--- src/rtl/spi_tensor_loader_pkg.sv ---
// spi_tensor_loader_pkg: shared FSM states, error codes and header field layout
package spi_tensor_loader_pkg;
  typedef enum logic [0:0] {
    ST_IDLE = 1'b0,
    ST_LOAD = 1'b1
  } state_e;
  localparam logic [1:0] ERR_NONE = 2'd0;
  localparam logic [1:0] ERR_TAG = 2'd1;
  localparam logic [1:0] ERR_DIMS = 2'd2;
  localparam logic [1:0] ERR_TIMEOUT = 2'd3;
  localparam logic [3:0] TAG_BASE = 4'hA;
  localparam int TAG_LSB = 24;
  localparam int ROWS_LSB = 12;
  localparam int COLS_LSB = 0;
endpackage

--- src/rtl/spi_tensor_loader_spi_slave.sv ---
// spi_slave: clk-oversampled SPI mode-0 slave, MSB first, one word per W sclk edges
module spi_slave #(
  parameter int W = 32
) (
  input  logic         clk,
  input  logic         rst_n,
  input  logic         sclk,
  input  logic         mosi,
  input  logic         cs_n,
  output logic         miso,
  output logic [W-1:0] rx_data,
  output logic         rx_valid,
  input  logic         rx_ready,
  input  logic [W-1:0] tx_data,
  input  logic         tx_valid
);
  localparam int BW = $clog2(W);
  logic [2:0] sclk_q;
  logic [1:0] mosi_q, cs_q;
  logic [BW-1:0] bit_q;
  logic [W-1:0] rx_sh_q, tx_sh_q, rx_data_q, tx_word;
  logic rx_valid_q, rise, fall, active, last_bit;
  assign rise = sclk_q[1] & ~sclk_q[2];
  assign fall = ~sclk_q[1] & sclk_q[2];
  assign active = ~cs_q[1];
  assign last_bit = bit_q == BW'(W - 1);
  assign tx_word = tx_valid ? tx_data : '0;
  assign miso = tx_sh_q[W-1];
  assign rx_data = rx_data_q;
  assign rx_valid = rx_valid_q;
  // Synchronise the SPI pins, shift in on sclk rise, shift out on sclk fall
  always_ff @(posedge clk) begin
    if (!rst_n) begin
      sclk_q <= '0;
      mosi_q <= '0;
      cs_q <= 2'b11;
      bit_q <= '0;
      rx_sh_q <= '0;
      tx_sh_q <= '0;
      rx_data_q <= '0;
      rx_valid_q <= 1'b0;
    end else begin
      sclk_q <= {sclk_q[1:0], sclk};
      mosi_q <= {mosi_q[0], mosi};
      cs_q <= {cs_q[0], cs_n};
      rx_valid_q <= 1'b0;
      if (!active) begin
        bit_q <= '0;
        tx_sh_q <= tx_word;
      end else begin
        if (rise) begin
          rx_sh_q <= {rx_sh_q[W-2:0], mosi_q[1]};
          bit_q <= last_bit ? '0 : bit_q + BW'(1);
          if (last_bit) begin
            rx_data_q <= {rx_sh_q[W-2:0], mosi_q[1]};
            rx_valid_q <= rx_ready;
          end
        end
        if (fall) tx_sh_q <= bit_q == '0 ? tx_word : {tx_sh_q[W-2:0], 1'b0};
      end
    end
  end
endmodule

--- src/rtl/spi_tensor_loader.sv ---
// spi_tensor_loader: receives header + payload words over SPI and writes matrices into memory slots
module spi_tensor_loader
  import spi_tensor_loader_pkg::*;
#(
  parameter int DATA_W = 32,
  parameter int NUM_MATS = 2,
  parameter int DIM_W = 12,
  parameter int MAX_ELEMS = 225792,
  parameter int ADDR_W = 18,
  parameter int TIMEOUT_CYC = 65535,
  localparam int SEL_W = NUM_MATS > 1 ? $clog2(NUM_MATS) : 1
) (
  input  logic                clk,
  input  logic                rst_n,
  input  logic                sclk,
  input  logic                mosi,
  input  logic                cs_n,
  output logic                miso,
  output logic                mem_we,
  output logic [SEL_W-1:0]    mem_sel,
  output logic [ADDR_W-1:0]   mem_addr,
  output logic [DATA_W-1:0]   mem_wdata,
  output logic [NUM_MATS-1:0] mat_ready,
  output logic [DIM_W-1:0]    last_rows,
  output logic [DIM_W-1:0]    last_cols,
  output logic                busy,
  output logic                err,
  output logic [1:0]          err_code
);
  localparam int PW = 2 * DIM_W;
  localparam int TO_W = $clog2(TIMEOUT_CYC + 1);
  state_e state_q, state_d;
  logic [SEL_W-1:0] slot_q, slot_d, mem_sel_q, mem_sel_d;
  logic [PW-1:0] total_q, total_d, hdr_prod;
  logic [ADDR_W-1:0] count_q, count_d, mem_addr_q, mem_addr_d;
  logic [TO_W-1:0] to_q, to_d;
  logic [DATA_W-1:0] mem_wdata_q, mem_wdata_d, rx_data, tx_data;
  logic [NUM_MATS-1:0] mat_ready_q, mat_ready_d;
  logic [DIM_W-1:0] last_rows_q, last_rows_d, last_cols_q, last_cols_d, hdr_rows, hdr_cols;
  logic [1:0] err_code_q, err_code_d;
  logic [3:0] hdr_idx;
  logic mem_we_q, mem_we_d, err_q, err_d, rx_valid, bad_tag, bad_dims, last_elem;
  assign hdr_idx = rx_data[TAG_LSB+:4] - TAG_BASE;
  assign hdr_rows = rx_data[ROWS_LSB+:DIM_W];
  assign hdr_cols = rx_data[COLS_LSB+:DIM_W];
  assign hdr_prod = PW'(hdr_rows) * PW'(hdr_cols);
  assign bad_tag = hdr_idx >= 4'(NUM_MATS);
  assign bad_dims = hdr_rows == '0 || hdr_cols == '0 || hdr_prod > PW'(MAX_ELEMS);
  assign last_elem = PW'(count_q) == total_q - PW'(1);
  assign busy = state_q == ST_LOAD;
  assign tx_data = {err_code_q, busy, {(DATA_W - 3 - NUM_MATS){1'b0}}, mat_ready_q};
  assign mem_we = mem_we_q;
  assign mem_sel = mem_sel_q;
  assign mem_addr = mem_addr_q;
  assign mem_wdata = mem_wdata_q;
  assign mat_ready = mat_ready_q;
  assign last_rows = last_rows_q;
  assign last_cols = last_cols_q;
  assign err = err_q;
  assign err_code = err_code_q;
  spi_slave #(.W(DATA_W)) u_spi (
    .clk      (clk),
    .rst_n    (rst_n),
    .sclk     (sclk),
    .mosi     (mosi),
    .cs_n     (cs_n),
    .miso     (miso),
    .rx_data  (rx_data),
    .rx_valid (rx_valid),
    .rx_ready (1'b1),
    .tx_data  (tx_data),
    .tx_valid (1'b1)
  );
  // Header decode in IDLE; element writes and idle timeout in LOAD
  always_comb begin
    state_d = state_q;
    slot_d = slot_q;
    total_d = total_q;
    count_d = count_q;
    to_d = to_q;
    mem_we_d = 1'b0;
    mem_sel_d = mem_sel_q;
    mem_addr_d = mem_addr_q;
    mem_wdata_d = mem_wdata_q;
    mat_ready_d = mat_ready_q;
    last_rows_d = last_rows_q;
    last_cols_d = last_cols_q;
    err_d = err_q;
    err_code_d = err_code_q;
    if (state_q == ST_IDLE) begin
      if (rx_valid) begin
        if (bad_tag || bad_dims) begin
          err_d = 1'b1;
          err_code_d = bad_tag ? ERR_TAG : ERR_DIMS;
        end else begin
          err_d = 1'b0;
          err_code_d = ERR_NONE;
          slot_d = SEL_W'(hdr_idx);
          mat_ready_d = mat_ready_q & ~(NUM_MATS'(1) << hdr_idx);
          last_rows_d = hdr_rows;
          last_cols_d = hdr_cols;
          total_d = hdr_prod;
          count_d = '0;
          to_d = '0;
          state_d = ST_LOAD;
        end
      end
    end else if (rx_valid) begin
      mem_we_d = 1'b1;
      mem_sel_d = slot_q;
      mem_addr_d = count_q;
      mem_wdata_d = rx_data;
      count_d = count_q + ADDR_W'(1);
      to_d = '0;
      if (last_elem) begin
        mat_ready_d = mat_ready_q | (NUM_MATS'(1) << slot_q);
        state_d = ST_IDLE;
      end
    end else begin
      to_d = to_q + TO_W'(1);
      if (to_d == TO_W'(TIMEOUT_CYC)) begin
        err_d = 1'b1;
        err_code_d = ERR_TIMEOUT;
        state_d = ST_IDLE;
      end
    end
  end
  // State registers with synchronous active-low reset
  always_ff @(posedge clk) begin
    if (!rst_n) begin
      state_q <= ST_IDLE;
      slot_q <= '0;
      total_q <= '0;
      count_q <= '0;
      to_q <= '0;
      mem_we_q <= 1'b0;
      mem_sel_q <= '0;
      mem_addr_q <= '0;
      mem_wdata_q <= '0;
      mat_ready_q <= '0;
      last_rows_q <= '0;
      last_cols_q <= '0;
      err_q <= 1'b0;
      err_code_q <= ERR_NONE;
    end else begin
      state_q <= state_d;
      slot_q <= slot_d;
      total_q <= total_d;
      count_q <= count_d;
      to_q <= to_d;
      mem_we_q <= mem_we_d;
      mem_sel_q <= mem_sel_d;
      mem_addr_q <= mem_addr_d;
      mem_wdata_q <= mem_wdata_d;
      mat_ready_q <= mat_ready_d;
      last_rows_q <= last_rows_d;
      last_cols_q <= last_cols_d;
      err_q <= err_d;
      err_code_q <= err_code_d;
    end
  end
endmodule

--- config.mk ---
export PLATFORM = sky130hd
export DESIGN_NAME = spi_tensor_loader
export DESIGN_NICKNAME = d
export VERILOG_FILES = /design/src/rtl/spi_tensor_loader_pkg.sv /design/src/rtl/spi_tensor_loader_spi_slave.sv /design/src/rtl/spi_tensor_loader.sv
export SDC_FILE = /design/constraint.sdc
export NUM_CORES = 1
export LEC_CHECK = 0
export CAP_MARGIN = 25
export CELL_PAD_IN_SITES_DETAIL_PLACEMENT = 1
export CELL_PAD_IN_SITES_GLOBAL_PLACEMENT = 1
export CORE_UTILIZATION = 46
export CTS_CLUSTER_SIZE = 25
export DETAILED_ROUTE_END_ITERATION = 6
export GPL_TIMING_DRIVEN = 0
export PLACE_DENSITY = 0.89
export SLEW_MARGIN = 5
export SYNTH_ARGS = -nofsm -noshare
export SYNTH_HDL_FRONTEND = slang
export SYNTH_SLANG_ARGS = --single-unit
--- constraint.sdc ---
create_clock -name clk -period 7.9 [get_ports clk]
set_input_delay 1.58 -clock clk [delete_from_list [all_inputs] [get_ports clk]]
set_output_delay 1.58 -clock clk [all_outputs]
set_load 0.01 [all_outputs]
==> results of run 1 <==
-- power groups by stage --
| stage | clock, mW | combinational, mW | sequential, mW |
|---|---|---|---|
| 2_1_floorplan | 0 | 0.0289 | 1.29 |
| 3_5_place_dp | 0 | 0.0470 | 1.29 |
| 4_1_cts | 1.37 | 0.0473 | 1.26 |
| 5_1_grt | 1.42 | 0.0516 | 1.26 |
| 6_report | 1.36 | 0.0480 | 1.26 |
| 3_3_place_gp | 0 | 0.0452 | 1.29 |
-- registers in the layout, indices dropped and copies added (netlist names), 2 cells and up --
name and cells:
u_spi.mosi_q 2, u_spi.cs_q 2, mem_wdata 32, u_spi.rx_data 32, u_spi.bit_q 5, to_q 16, u_spi.rx_sh_q 31, last_rows 12
u_spi.tx_sh_q 32, mem_addr 18, count_q 18, err_code 2, last_cols 12, u_spi.sclk_q 3, mat_ready 2, total_q 24
-- cell families (layout without fill, tap and decap cells) --
| group | Yosys count | count (layout) |
|---|---|---|
| AO/OA/AOI/OAI | 323 | 323 |
| XOR/XNOR | 48 | 48 |
| buffers and inverters | 267 | 402 |
| multiplexers | 46 | 46 |
| AND/OR/NAND/NOR | 706 | 706 |
| flip-flops | 249 | 249 |
| adder cells (fa/ha/maj) | 170 | 170 |
-- placed cells by master (no fill, tap or decap), types with 22 or more instances in the layout --
cell             synthesis  routed
nand2_1                353     353
dfxtp_1                249     249
inv_1                  158     158
nor2_1                 157     157
a21oi_1                154     154
fa_1                   100     100
clkbuf_1                92      94
clkdlybuf4s50_1          0      87
ha_1                    70      70
and2_1                  53      53
mux2i_1                 45      45
o21ai_0                 43      43
a22oi_1                 29      29
xnor2_1                 29      29
clkbuf_16                0      27
nand3_1                 22      22
-- critical path: stages (launching register included) --
cell and delay (ns):
dfxtp_1 0.60, clkbuf_1 0.60, nand2_1 0.19, fa_1 0.52, fa_1 0.54, inv_1 0.06
fa_1 0.54, fa_1 0.57, inv_1 0.06, fa_1 0.54, inv_1 0.05, ha_1 0.37
nand2_1 0.12, a2111oi_0 0.45, a22oi_1 0.22, o21ai_0 0.26, xor2_1 0.28, nand4_2 0.23
a2111oi_4 0.34, buf_6 0.25, buf_8 0.19, mux2i_1 0.34, nor2_1 0.07
-- how the worst max path moves through the flow --
stage	startpoint	to	slack (ns)	depth (start not counted)
after CTS	u_spi.rx_data[12]$_SDFFE_PN0P_	last_cols[10]$_SDFFE_PN0P_	0.27	22
after global routing	u_spi.rx_data[13]$_SDFFE_PN0P_	count_q[16]$_SDFFE_PN0P_	0.10	21
after floorplan	u_spi.rx_data[12]$_SDFFE_PN0P_	last_cols[0]$_SDFFE_PN0P_	1.74	22
final	u_spi.rx_data[13]$_SDFFE_PN0P_	last_cols[10]$_SDFFE_PN0P_	0.36	22
after detailed placement	u_spi.rx_data[12]$_SDFFE_PN0P_	count_q[16]$_SDFFE_PN0P_	0.40	21
after global placement	u_spi.rx_data[12]$_SDFFE_PN0P_	count_q[16]$_SDFFE_PN0P_	0.51	21
-- metrics by stage --
step / cells / cell area (um2) / power [mW] / util
after floorplan: 1809 / 15000 / 1.32 / -
after global placement: 2331 / 16400 / 1.34 / 0.516
after detailed placement: 2331 / 16400 / 1.34 / 0.516
after CTS: 2379 / 17400 / 2.68 / 0.546
after global routing: 2379 / 17400 / 2.74 / 0.546
final: 2379 / 17400 / 2.67 / 0.546
-- layout make-up --
class	count	area share
multi-input cells	1293	0.515
repair buffers	87	0.0502
clock inverters	13	0.0112
clock buffers	35	0.0435
flip-flops and latches	249	0.287
plain buffers	107	0.0266
well taps	435	0.0314
inverters	160	0.0346
-- what timing repair did --
item                                    in CTS  in global routing
resized for setup                            0                  2
endpoints found under the setup margin       0                 24
endpoints found under the hold margin        0                  0
-- per-layer routing --
layer / vias to the layer above / share of wire / global-route usage
met5: - / 0 / 0
met4: 0 / 0.039 / 0.115
met3: 118 / 0.044 / 0.0393
met2: 317 / 0.50 / 0.516
met1: 6794 / 0.42 / 0.357
li1: 6214 / - / -
==> impl_metrics.toml, run 1 <==
[status]
status = "completed"

[worst_setup_path]
timing.rr.end = "last_cols[10]$_SDFFE_PN0P_"
crit_type = "register to register"
worstSetupEndpointType = "register"
reg2reg_depth = 22
start_kind = "register"
critPathRequiredTime_ns = 8.30
path_max_fanout = 10
arrival_ns = 7.94
r2r_slack_ns = 0.36
regToRegStartpoint = "u_spi.rx_data[13]$_SDFFE_PN0P_"

[yosys]
yosys-top-cells-area = "dfxtp_1 33%, fa_1 13%, nand2_1 8.8%, ha_1 5.8%, a21oi_1 5.1%"
yosysMostFrequentCell = "nand2_1"
synth_area_um2 = 15000
synth_top_cell_area_share = 0.332
synth-edff-count = 0
synth-seq-cells = 249
synth-xor-area-share = 0.0280
synth.largest_area_cell = "dfxtp_1"
synth-seq-area-share = 0.332
synth_fp_nets = 1984
synth.area.mux_share = 0.0308
async_flop_share = 0
synthAdderAreaFrac = 0.192
synth-main-ff-cell = "dfxtp_1"
avgSynthCellArea_um2 = 8.29
synthTopCellsByCount = "353 x nand2_1, 249 x dfxtp_1, 158 x inv_1"
yosys.area_share.simple = 0.211
synth_top_family_by_area = "simple AND/OR/NAND/NOR gates"
synth_cell_type_count = 76
yosys_warnings = 0
synth_compound_gate_area_share = 0.135
syn_inst = 1809

[global_route]
grt_max_degree = 15
grt_use_total = 0.292
grt_pass1_vias = 14600
grt_pass1_wl_um = 77300
antenna_found_initial = 0
grt_overflow = 0

[floorplanning]
die-area_um2 = 33300
die_w_um = 183
io_pins = 88
start_util = 0.471
rows = 65
die_h_um = 183
placeableCoreArea_um2 = 31800

[sta]
fmax_ghz = 0.133
period_share = 0.954
relSlewSlack = 0.323
holdWs_ns = 0.422
hold_viol_final = 0
setup_viol = 0
fin_ws_ns = 0.361
tightest_slew_ns = 1.01
rsz0062_at_grt = "false"
tns_ns = 0
fin_skew_ns = 0.0374
finalMaxSlewViolations = 0
fin_crit_ns = 7.54

[clock_network]
htree_num_levels = 1
root_buffer = "clkbuf_16"
cts.clk_slew.worst_paths_ns = 0.07
clkSinkCount = 249
post_cts_buffers = 0
numCtsBuffers = 27
cts_max_path_buffers = 3
ctsHoldBuffers = 0
cts_tree = "built"
clock_latency_ns = 0.57

[power]
internal-power_mw = 2.08
comb_power_share = 0.018
power_density_nw_per_um2 = 154
p_switching_mw = 0.585
p_leak_nw = 6.87
vdd_drop_max_v = 0.000183
clock_power_share = 0.508
seqPwrFrac = 0.474
netSwitchingFraction = 0.219

[layout]
final_net_count = 2100
area_growth_pct = 15.8
drive_gt1_frac = 0.0437
regArea_um2 = 4980
multiInputGateArea_um2 = 8950
antenna_cells = 0
fillCellCount = 3841

[placed_design]
gp_congestion = 0.905
dp_slack_ns = 0.400
port_buffers = 87
dp_hpwl_um = 35300

[routing]
drc_errors = 0
vias = 13400
first_iter_violations = 914
wl_um = 47500
dr.pass1.iters = 5
ant_nets = 0
vias_per_cell = 5.65
wl_per_cell_um = 20.0

[min_path]
whs_path_depth = 1
min_from = "u_spi.cs_q[0]$_SDFF_PN1_"
hp-class = "register to register"
hold_end = "u_spi.cs_q[1]$_SDFF_PN1_"

[job]
maxCapViolations = 0
(Power assumes the default switching activity.)
==> inputs of run 2 (changes only) <==
--- a/config.mk
+++ b/config.mk
@@ -16,4 +16,5 @@
 export SLEW_MARGIN = 5
 export SYNTH_ARGS = -nofsm -noshare
 export SYNTH_HDL_FRONTEND = slang
+export SYNTH_HIERARCHICAL = 1
 export SYNTH_SLANG_ARGS = --single-unit
==> run 2 against run 1 <==
  * Fmax rose by 1.3%
  * Critical path depth stayed put
  * Clock power is essentially flat
  * Critical endpoint is now count_q[10]$_SDFFE_PN0P_
  * Largest cell class unchanged
  * Largest power group unchanged
==> impl_metrics.toml, run 2 <==
[sta]
period_share = 0.942
fin_crit_ns = 7.44
rsz0062_at_grt = "false"
fmax_ghz = 0.134
setup_viol = 0
fin_skew_ns = 0.0167
finalMaxSlewViolations = 0
hold_viol_final = 0
tightest_slew_ns = 0.901
tns_ns = 0
relSlewSlack = 0.395

[worst_setup_path]
worstSetupEndpointType = "register"
critPathRequiredTime_ns = 8.33
crit_chain = "clkbuf_1, nand2_1, fa_1, inv_1, fa_1, inv_1, fa_1, fa_1, fa_1, inv_1, ha_1, buf_4, a211oi_2, nor2_1, a2111oi_0, o21ai_1, xor2_1, nor3_4, nand4b_4, nand2_1, buf_2, a31oi_1"
path_max_fanout = 10
timing.rr.end = "count_q[10]$_SDFFE_PN0P_"
start_kind = "register"
reg2reg_depth = 22
slowest_delay_ns = 0.62
critPathSlowestCell = "dfxtp_1"
arrival_ns = 7.87
crit_type = "register to register"
r2r_slack_ns = 0.46
crit_top_cell = "fa_1"
startpoint = "u_spi/rx_data[5]$_SDFFE_PN0P_"
regToRegStartpoint = "u_spi/rx_data[5]$_SDFFE_PN0P_"

[clock_network]
numCtsBuffers = 29
clkSinkCount = 249
cts_max_path_buffers = 3
clock_latency_ns = 0.57
cts_tree = "built"
post_cts_buffers = 0
ctsResizeCount = 0
ctsHoldBuffers = 0
root_buffer = "clkbuf_16"
htree_num_levels = 1
cts.clk_slew.worst_paths_ns = 0.06

[floorplanning]
placeableCoreArea_um2 = 35600
die_h_um = 192
start_util = 0.468
die-area_um2 = 37000
die_w_um = 192
io_pins = 88
rows = 69

[min_path]
hold_end = "u_spi/cs_q[1]$_SDFF_PN1_"
hp-class = "register to register"
min_from = "u_spi/cs_q[0]$_SDFF_PN1_"
whs_path_depth = 1

[routing]
ant_nets = 0
first_iter_violations = 1205
wl_um = 56600
dr.pass1.iters = 7
vias_per_cell = 5.87
wl_per_cell_um = 21.3
vias = 15600
drc_errors = 0

[layout]
final_util = 0.538
regArea_um2 = 4980
fillCellCount = 4308
final_net_count = 2356
area_growth_pct = 14.9
drive_gt1_frac = 0.0491
antenna_cells = 0
multiInputGateArea_um2 = 10300
final_common_cell = "nand2_1"
final_cell_mix = "429 x nand2_1, 249 x dfxtp_1, 165 x inv_1"

[placed_design]
port_buffers = 87
gp_congestion = 0.919
dp_hpwl_um = 41900

[power]
p_leak_nw = 7.82
power_density_nw_per_um2 = 141
vdd_drop_max_v = 0.000155

[yosys]
yosysMostFrequentCell = "nand2_1"
synth.largest_area_cell = "dfxtp_1"
async_flop_share = 0
yosys-top-cells-area = "dfxtp_1 30%, fa_1 12%, nand2_1 9.7%, ha_1 5.3%, a21oi_1 4.0%"
synth_top_cell_area_share = 0.299
avgSynthCellArea_um2 = 8.18
synthTopCellsByCount = "429 x nand2_1, 249 x dfxtp_1, 165 x inv_1"
synth_cell_type_count = 88
yosys_warnings = 6
synth_area_um2 = 16600
syn_inst = 2035
synth-main-ff-cell = "dfxtp_1"
synth-seq-cells = 249
synth-edff-count = 0
synth-seq-area-share = 0.299

[global_route]
antenna_found_initial = 1
grt_max_degree = 16
grt_overflow = 0
grt_pass1_wl_um = 88900
grt_use_total = 0.306
grt_pass1_vias = 16500

[status]
status = "completed"

[job]
maxCapViolations = 0
[run 2: cell types whose count changed after synthesis, moves of 10 or more]
cell      previous run  this run
a21oi_1            154       132
clkbuf_1            92       104
clkbuf_8             0        13
nand3_1             22        62
a21boi_0             0        52
o21ai_0             43        65
o21ai_1              5        26
a211oi_1             2        12
a21boi_1             0        11
o211a_1              3        34
nor2_1             157        83
nand2_1            353       429
[run 2: how the worst max path moves through the flow]
stage	to	slack, ns
6_report	count_q[10]$_SDFFE_PN0P_	0.46
5_1_grt	count_q[10]$_SDFFE_PN0P_	0.09
4_1_cts	count_q[10]$_SDFFE_PN0P_	0.54
3_5_place_dp	count_q[10]$_SDFFE_PN0P_	0.58
3_3_place_gp	count_q[11]$_SDFFE_PN0P_	0.80
2_1_floorplan	count_q[11]$_SDFFE_PN0P_	1.96
[run 2: per-stage QoR]
step                setup WS [ns]  instances  total power, mW  hold slack [ns]  instance area (um2)
CTS                         0.537       2659             2.70            0.425                19100
detailed placement          0.576       2610             1.39            0.407                18200
global route               0.0927       2659             2.76            0.449                19100
global placement            0.796       2610             1.38            0.393                18200
finish                      0.459       2659             2.69            0.431                19100
floorplan                    1.96       2062             1.36            0.386                16700
[run 2: kinds of logic (layout without fill, tap and decap cells)]
| kind of cell | after synthesis | count (layout) | share of synthesized area |
|---|---|---|---|
| flops | 249 | 249 | 0.299 |
| mux | 36 | 36 | 0.0216 |
| compound gates | 464 | 464 | 0.185 |
| simple gates | 767 | 767 | 0.215 |
| fa+ha+maj | 171 | 171 | 0.174 |
| buf+inv | 310 | 446 | 0.0860 |
| xor+xnor | 36 | 36 | 0.0189 |
| other cells | 2 | 29 | 0.000451 |
[run 2: final cells by class]
type,count,share of cell area
clock inverters,8,0.00471
well taps,461,0.0302
plain buffers,144,0.0423
clock buffers,41,0.0440
repair buffers,87,0.0455
flip-flops and latches,249,0.261
multi-input cells,1503,0.540
inverters,166,0.0326
[run 2: critical path, delay by kind of cell, from the launching register on]
kind	cells	cell delay (ns)
AOI/OAI and AO/OA	4	1.19
adders and majority gates	6	2.93
buffers and inverters	6	1.19
and+or+nand+nor	5	1.16
xor gates and xnor gates	1	0.20
DFF	1	0.62
[run 2: power breakdown]
group          internal (mW)  switching, mW
sequential              1.27        0.00403
clock                  0.771          0.557
combinational         0.0347         0.0587
total                   2.07          0.619
[run 2: routing by layer]
metal  part of all wire  vias up  track usage
li1                   -     7118            -
met2               0.49      519        0.524
met5                  0        -            0
met3              0.059      167       0.0431
met1               0.41     7800        0.382
met4              0.044        0        0.131
==> inputs of run 3 (changes only) <==
--- a/config.mk
+++ b/config.mk
@@ -8,9 +8,11 @@
 export CAP_MARGIN = 25
 export CELL_PAD_IN_SITES_DETAIL_PLACEMENT = 1
 export CELL_PAD_IN_SITES_GLOBAL_PLACEMENT = 1
+export CORE_MARGIN = 2
 export CORE_UTILIZATION = 46
 export CTS_CLUSTER_SIZE = 25
 export DETAILED_ROUTE_END_ITERATION = 6
+export GPL_ROUTABILITY_DRIVEN = 0
 export GPL_TIMING_DRIVEN = 0
 export PLACE_DENSITY = 0.89
 export SLEW_MARGIN = 5
==> constraint.sdc (replaced) <==
create_clock -name clk -period 7.9 [get_ports clk]
set_input_delay 1.58 -clock clk [delete_from_list [all_inputs] [get_ports clk]]
set_output_delay 1.58 -clock clk [all_outputs]
set_load 0.1 [all_outputs]
==> run 3 against run 2 <==
  * Fmax down 0.27%
  * Cell area rose by 0.30%
  * Combinational power increased by 2%
  * Cell count barely moved
  * Sequential power barely moved
  * Setup slack got worse by 0.020 ns
  * Sequential share of layout area fell by 0.078 points
  * Die area increased by 2.1%
==> impl_metrics.toml, run 3 (same netlist as run 2, synthesis figures left out) <==
[power]
netSwitchingFraction = 0.227
clock_power_share = 0.508
internal-power_mw = 2.14
vdd_drop_max_v = 0.000158
seqPwrFrac = 0.458
comb_power_share = 0.034
p_leak_nw = 7.84
power_density_nw_per_um2 = 144
p_switching_mw = 0.629

[worst_setup_path]
path_max_fanout = 10
r2r_slack_ns = 0.44
regToRegStartpoint = "u_spi/rx_data[15]$_SDFFE_PN0P_"
crit_top_cell = "fa_1"
critPathSlowestCell = "dfxtp_1"
slowest_delay_ns = 0.67
critPathRequiredTime_ns = 8.33
reg2reg_depth = 20
arrival_ns = 7.89
path_buf_inv = 4
crit_type = "register to register"
start_kind = "register"
worstSetupEndpointType = "register"
crit_chain = "clkbuf_1, nand2_1, fa_1, fa_1, fa_1, fa_1, fa_1, inv_1, ha_1, buf_4, a211oi_2, nor2_1, a2111oi_0, o21ai_1, xor2_1, nor3_4, nand4b_4, clkbuf_1, o21ai_0, a21oi_1"
timing.rr.end = "last_cols[8]$_SDFFE_PN0P_"
critPathTopFamily = "adder cells"

[clock_network]
numCtsBuffers = 28
cts_tree = "built"
clkSinkCount = 249
post_cts_buffers = 0
htree_num_levels = 1
clock_latency_ns = 0.58
root_buffer = "clkbuf_16"
ctsResizeCount = 0
cts.clk_slew.worst_paths_ns = 0.06
ctsHoldBuffers = 0
cts_max_path_buffers = 3

[floorplanning]
rows = 69
start_util = 0.468
io_pins = 88
die_h_um = 194
die_w_um = 194
placeableCoreArea_um2 = 35600
die-area_um2 = 37700

[sta]
setup_viol = 0
hold_viol_final = 0
tightest_slew_ns = 1.08
fin_ws_ns = 0.438
fmax_ghz = 0.134
holdWs_ns = 0.421
rsz0062_at_grt = "false"
fin_crit_ns = 7.46
fin_skew_ns = 0.0153
tns_ns = 0
finalMaxSlewViolations = 0
relSlewSlack = 0.278
period_share = 0.944

[placed_design]
dp_hpwl_um = 42000
dp_slack_ns = 0.638
port_buffers = 87
placed_area_um2 = 18200

[global_route]
grt_pass1_wl_um = 91100
antenna_found_initial = 0
grt_pass1_vias = 17000
grt_overflow = 0
grt_use_total = 0.300
grt_max_degree = 16

[layout]
antenna_cells = 0
final_cell_mix = "429 x nand2_1, 249 x dfxtp_1, 165 x inv_1"
fillCellCount = 4331
final_util = 0.539
final_net_count = 2355
area_growth_pct = 15.2
final_common_cell = "nand2_1"
fin_area_um2 = 19200
drive_gt1_frac = 0.0491

[routing]
dr.pass1.iters = 5
wl_per_cell_um = 21.5
vias = 15700
drc_errors = 0
wl_um = 57200
ant_nets = 0
vias_per_cell = 5.91
first_iter_violations = 1018

[job]
maxCapViolations = 0

[min_path]
hold_end = "u_spi/cs_q[1]$_SDFF_PN1_"
hp-class = "register to register"
whs_path_depth = 1
min_from = "u_spi/cs_q[0]$_SDFF_PN1_"

[status]
status = "completed"
-- run 3: cell types whose count changed in the layout (fill, tap and decap cells not counted) --
cell,previous run,this run
bufinv_16,1,4
clkbuf_1,109,110
inv_8,1,0
clkinv_4,0,1
clkbuf_8,20,19
clkinv_16,0,1
clkbuf_16,29,28
inv_16,1,0
clkinv_2,4,3
-- run 3: power by group through the flow --
stage	Combinational, mW	Sequential [mW]	Clock [mW]
3_5_place_dp	0.0896	1.30	0
2_1_floorplan	0.0642	1.30	0
6_report	0.0951	1.27	1.41
3_3_place_gp	0.0849	1.30	0
4_1_cts	0.0907	1.27	1.42
5_1_grt	0.103	1.27	1.47
-- run 3: stage by stage --
stage / power, mW / instances
after global routing: 2.84 / 2660
after global placement: 1.38 / 2610
final: 2.77 / 2660
after CTS: 2.78 / 2660
after floorplan: 1.36 / 2062
after detailed placement: 1.39 / 2610
-- run 3: routing by layer --
metal / global-route usage / share of wire / up-vias / wire [um]
met2: 0.510 / 0.48 / 586 / 27500
met1: 0.367 / 0.40 / 7784 / 22700
met3: 0.0513 / 0.071 / 219 / 4050
met4: 0.152 / 0.053 / 0 / 3010
met5: 0 / 0 / - / 0
li1: - / - / 7138 / -
-- run 3: worst max-delay path by stage --
stage	slack, ns	depth (start not counted)	start	endpoint
floorplan	1.96	22	u_spi/rx_data[21]$_SDFFE_PN0P_	count_q[11]$_SDFFE_PN0P_
global placement	0.79	21	u_spi/rx_data[12]$_SDFFE_PN0P_	count_q[11]$_SDFFE_PN0P_
detailed placement	0.64	20	u_spi/rx_data[15]$_SDFFE_PN0P_	count_q[10]$_SDFFE_PN0P_
CTS	0.58	20	u_spi/rx_data[15]$_SDFFE_PN0P_	last_cols[8]$_SDFFE_PN0P_
global route	0.13	22	u_spi/rx_data[5]$_SDFFE_PN0P_	last_cols[8]$_SDFFE_PN0P_
finish	0.44	20	u_spi/rx_data[15]$_SDFFE_PN0P_	last_cols[8]$_SDFFE_PN0P_
-- run 3: layout make-up --
type                    instances  area (um2)  area share
repair buffers                 87         871      0.0454
well taps                     461         577      0.0301
inverters                     166         623      0.0325
flip-flops and latches        249        4980       0.260
multi-input cells            1503       10300       0.539
clock buffers                  40         806      0.0420
plain buffers                 144         808      0.0421
clock inverters                10         183     0.00952
-- run 3: worst reg2reg max path: stages (launching register included) --
cell and delay (ns):
dfxtp_1 0.67, clkbuf_1 0.54, nand2_1 0.21, fa_1 0.55, fa_1 0.54, fa_1 0.53, fa_1 0.55, fa_1 0.55
inv_1 0.04, ha_1 0.28, buf_4 0.18, a211oi_2 0.34, nor2_1 0.09, a2111oi_0 0.57, o21ai_1 0.20, xor2_1 0.20
nor3_4 0.32, nand4b_4 0.22, clkbuf_1 0.31, o21ai_0 0.33, a21oi_1 0.11
